<file path="config.mk">
export PLATFORM = sky130hd
export DESIGN_NAME = lsu_dmem_port
export DESIGN_NICKNAME = d
export VERILOG_FILES = /design/src/rtl/lsu_dmem_port.sv
export SDC_FILE = /design/constraint.sdc
export NUM_CORES = 1
export LEC_CHECK = 0
export BUFFER_PORTS_ARGS = -buffer_cell sky130_fd_sc_hd__buf_2
export CAP_MARGIN = 5
export CORE_MARGIN = 1
export CORE_UTILIZATION = 49
export CTS_CLUSTER_SIZE = 8
export DETAILED_ROUTE_END_ITERATION = 10
export HOLD_SLACK_MARGIN = 0.03
export PLACE_DENSITY = 0.8
export SKIP_CTS_REPAIR_TIMING = 1
export SLEW_MARGIN = 20
export SYNTH_ARGS = -nofsm -noshare
export SYNTH_HDL_FRONTEND = slang
export SYNTH_SLANG_ARGS = --single-unit
</file>
<file path="constraint.sdc">
create_clock -name clk -period 2 [get_ports clk]
set_input_delay 0.1 -clock clk [delete_from_list [all_inputs] [get_ports clk]]
set_output_delay 0.1 -clock clk [all_outputs]
set_load 0.1 [all_outputs]
</file>
<file path="src/rtl/lsu_dmem_port.sv">
// lsu_dmem_port: byte/half/word load-store unit between the CPU mem stage and dmem; define LSU_MISALIGNED_SPLIT_EN to split word-crossing accesses instead of rejecting misaligned ones.
module lsu_dmem_port #(
  parameter int xlen = 32
) (
  input  logic            clk,
  input  logic            rst_n,
  input  logic            req_v,
  output logic            req_ready,
  input  logic            req_we,
  input  logic [xlen-1:0] req_adr,
  input  logic [1:0]      req_size,
  input  logic            req_unsigned,
  input  logic [xlen-1:0] req_wdata,
  output logic            resp_v,
  output logic [xlen-1:0] resp_data,
  output logic            misalign_err,
  output logic            r_v,
  output logic            w_v,
  output logic [xlen-1:0] data_adr,
  output logic [xlen-1:0] data_o,
  output logic [3:0]      strobe,
  input  logic [xlen-1:0] dmem_resp,
  input  logic            dmem_resp_v
);
`ifdef LSU_MISALIGNED_SPLIT_EN
  typedef enum logic [1:0] {IDLE, ACCESS, ACCESS2, RESP} state_t;
`else
  typedef enum logic [1:0] {IDLE, ACCESS, RESP} state_t;
`endif
  state_t state, state_nx;
  logic [xlen-1:0] adr_q, wdata_q, ld, ext;
  logic [1:0] size_q;
  logic we_q, uns_q, mis, busy, last, accept;
  logic [3:0] mask;
  logic [4:0] sh;
  assign accept = state == IDLE && req_v;
  assign req_ready = state == IDLE;
  assign resp_v = state == RESP;
  assign r_v = busy & ~we_q;
  assign w_v = busy & we_q;
  assign mask = size_q == 2'd0 ? 4'b0001 : size_q == 2'd1 ? 4'b0011 : 4'b1111;
  assign sh = {adr_q[1:0], 3'b000};
  assign ext = size_q == 2'd0 ? {{24{~uns_q & ld[7]}}, ld[7:0]} :
               size_q == 2'd1 ? {{16{~uns_q & ld[15]}}, ld[15:0]} : ld;
`ifdef LSU_MISALIGNED_SPLIT_EN
  logic [7:0] lanes;
  logic [xlen-1:0] buf_q;
  logic split;
  assign mis = 1'b0;
  // Upper nibble of the shifted mask holds the lanes that spill into the next word.
  assign lanes = {4'b0000, mask} << adr_q[1:0];
  assign split = |lanes[7:4];
  assign busy = state == ACCESS || state == ACCESS2;
  assign last = state == ACCESS2 || (state == ACCESS && !split);
  assign ld = xlen'((state == ACCESS2 ? {dmem_resp, buf_q} : {{xlen{1'b0}}, dmem_resp}) >> sh);
  assign data_adr = busy ? {adr_q[xlen-1:2], 2'b00} + (state == ACCESS2 ? xlen'(4) : xlen'(0)) : '0;
  assign strobe = state == ACCESS ? lanes[3:0] : state == ACCESS2 ? lanes[7:4] : 4'b0000;
  assign data_o = busy ? (wdata_q << sh) | (wdata_q >> (6'd32 - {1'b0, sh})) : '0;
  always_ff @(posedge clk or negedge rst_n)
    if (!rst_n) buf_q <= '0;
    else if (state == ACCESS && dmem_resp_v) buf_q <= dmem_resp;
`else
  assign mis = (req_size == 2'd1 && req_adr[0]) || (req_size[1] && req_adr[1:0] != 2'b00);
  assign busy = state == ACCESS;
  assign last = busy;
  assign ld = dmem_resp >> sh;
  assign data_adr = busy ? {adr_q[xlen-1:2], 2'b00} : '0;
  assign strobe = busy ? mask << adr_q[1:0] : 4'b0000;
  assign data_o = !busy ? '0 : size_q == 2'd0 ? {4{wdata_q[7:0]}} :
                  size_q == 2'd1 ? {2{wdata_q[15:0]}} : wdata_q;
`endif
  always_comb begin
    state_nx = state;
    case (state)
      IDLE:    state_nx = req_v ? (mis ? RESP : ACCESS) : IDLE;
`ifdef LSU_MISALIGNED_SPLIT_EN
      ACCESS:  state_nx = !dmem_resp_v ? ACCESS : split ? ACCESS2 : RESP;
      ACCESS2: state_nx = dmem_resp_v ? RESP : ACCESS2;
`else
      ACCESS:  state_nx = dmem_resp_v ? RESP : ACCESS;
`endif
      default: state_nx = IDLE;
    endcase
  end
  always_ff @(posedge clk or negedge rst_n)
    if (!rst_n) begin
      state <= IDLE;
      adr_q <= '0;
      wdata_q <= '0;
      size_q <= 2'd0;
      we_q <= 1'b0;
      uns_q <= 1'b0;
      resp_data <= '0;
      misalign_err <= 1'b0;
    end else begin
      state <= state_nx;
      if (accept) begin
        adr_q <= req_adr;
        wdata_q <= req_wdata;
        size_q <= req_size;
        we_q <= req_we;
        uns_q <= req_unsigned;
        misalign_err <= mis;
      end
      if (last && dmem_resp_v) resp_data <= we_q ? '0 : ext;
      if (resp_v) begin
        resp_data <= '0;
        misalign_err <= 1'b0;
      end
    end
endmodule

</file>
==> flow_summary.yaml <==
run_status:
  status: "finished, final reports clean"
synthesis:
  synthTopCellsByArea: "dfrtp_1 48%, mux2_2 17%, and2_1 4.7%"
  yosysMostFrequentCell: "dfrtp_1"
  synth_edf_count: 0
  avgSynthCellArea_um2: 11.7
  synthAdderAreaFrac_pct: 0
  synth_top_area_cell: "dfrtp_1"
  synth_common_cells: "103 x dfrtp_1, 83 x mux2_2, 40 x and2_1, 24 x mux2i_1, 24 x nand3_1"
  synth_cell_types: 36
  synth_seq_cells: 103
  synth-xor-area-share_pct: 0
  synth_top_family_by_area: "multiplexers"
  yosysWarningCount: 0
  synth-simple-area-share_pct: 12.6
  synthFlopType: "dfrtp_1"
  muxShareOfSynthArea_pct: 25.7
  synth_compound_area_share_pct: 9.10
  syn_area_um2: 5360
  syn-instance-count: 457
  seq_area_frac_synth_pct: 48.1
  synth_top_area_share_pct: 48.1
  async_flop_share_pct: 100
timing:
  drv_slew: 0
  worst_slew_pin_slew_ps: 694
  finalSetupViolations: 0
  hold_viol: 0
  relSlewSlack_pct: 53.7
  max_freq_mhz: 512
  fin_hold_ws_ps: 38.8
  tns_ps: 0
  worst_slack_ps: 46.3
  period_share_pct: 97.7
  skew_ps: 8.88
  rsz0062_at_grt: "true"
  final.min_clock_period_ps: 1950
grt:
  grt_overflow: 0
  grt_pass1_wl_um: 24600
  antenna_found_initial: 0
  grt.total_usage_pct: 28.2
  grt_max_degree: 72
  grt_pass1_vias: 4739
placed_design:
  numPortBuffers: 206
  place.gp.congestion: 0.837
  detailedPlace.worstSlack_ps: 67.1
  dp_cells: 776
  dpl.hpwl_um: 11600
routing:
  wl_per_cell_um: 20.7
  first_pass_iters: 4
  drtIter0Drc: 252
  routed_wl_um: 17800
  drc: 0
  ant_nets: 0
  drt-vias-per-instance: 5.67
  dr_total_vias: 4881
floorplanning:
  core_um2: 10500
  fp.dieW_um: 107
  rows: 37
  ioPinCount: 209
  initial_core_util_pct: 51.3
  die_y_um: 107
  die_area_um2: 11400
layout:
  seq_area_um2: 2580
  multi_input_area_um2: 2690
  diodes: 0
  drive_above_1_share_pct: 50.6
  final_cells: 861
  area_delta_synth_final_pct: 56.5
  nFillCells: 582
  final_nets: 825
min_path:
  hp-class: "input pin to flip-flop"
pwr:
  leakage_nw: 3.83
  totalPowerFinal_mw: 12.0
  ir_worst_vdd_mv: 1.08
  power_density_nw_per_um2: 1430
setup_path:
  worst_ep_required_time_ps: 1900
  crit_arrival_ps: 1850
  critPathKind: "flip-flop to output port"
  endpoint_kind: "output port"
  worstPathMaxFanout: 25
  cp-start-kind: "flip-flop"
clock_tree:
  clkLatencyLatePin_ps: 370
  cts_tree: "built"
  h-tree-depth: 3
  cts_sinks: 103
  cts-root-buf: "clkbuf_8"
  cts_made_buffers: 9
  path_clk_slew_ps: 90
  clk_path_buf_depth: 2
flow_run:
  drv_cap: 0
-- where the power goes --
part / total (mW) / switching (mW) / internal (mW)
Sequential: 3.26 / 0.520 / 2.74
Combinational: 7.43 / 5.03 / 2.40
Clock: 1.29 / 0.722 / 0.573
-- through the flow --
stage / util (%) / area (µm²)
CTS: 73.2 / 7660
detailed placement: 71.4 / 7470
global placement: 71.4 / 7470
finish: 80.2 / 8390
global route: 80.2 / 8390
floorplan: - / 5450
-- sequential cells by signal, indices dropped and copies added (netlist names) --
name          count
adr_q            32
resp_data        32
we_q              1
wdata_q          32
uns_q             1
size_q            2
state             2
misalign_err      1
-- critical path, stage by stage (launching register included) --
cell	delay, ps
dfrtp_1	490
nand2b_2	290
buf_6	240
nor2_1	260
buf_12	210
-- worst paths after layout --
check	startpoint	endpoint	slack [ps]	depth (start not counted)
min in group asynchronous	rst_n	resp_data[10]	220	2
max in group asynchronous	rst_n	wdata_q[21]	1110	3
worst max register to register	size_q[0]	resp_data[25]	150	4
worst min-delay path	req_adr[0]	adr_q[0]	40	2
worst min register to register	resp_data[5]	resp_data[5]	510	1
worst max-delay path	state[1]	data_o[24]	50	4
-- cells by family after synthesis --
kind of cell / after synthesis
mux: 116
flops: 103
other cells: 1
simple gates: 126
compound gates: 60
buf+inv: 51
-- routing by layer --
layer	wire length (µm)	GRT usage (%)	share of wire (%)	vias to the layer above
li1	-	-	-	2161
met1	6580	33.7	37	2427
met5	0	0	0	-
met4	524	11.6	2.9	0
met2	9360	47.3	53	247
met3	1350	8.45	7.6	46
-- cell type report --
type	count	share of cell area, %
clock buffers	10	1.52
clock inverters	5	0.715
inverters	10	0.447
multi-input cells	304	32.0
flip-flops and latches	103	30.7
well taps	136	2.03
repair buffers	293	32.6
-- cells in the final DEF (no fill, tap or decap), drive strengths merged --
master / n
a211oi: 2
a21o: 1
a21oi: 9
a22o: 8
a32o: 8
and2: 40
buf: 221
bufinv: 1
clkbuf: 13
clkinvlp: 4
conb: 2
dfrtp: 103
dlygate4sd3: 69
inv: 10
mux2: 83
mux2i: 24
mux4: 9
nand2: 19
nand2b: 2
nand3: 24
nand3b: 11
nor2: 23
nor2b: 2
nor3: 2
nor3b: 1
nor4bb: 1
o211a: 1
o211ai: 16
o21ai: 4
o221ai: 9
o31ai: 2
or2: 1
(Power assumes the default switching activity.)
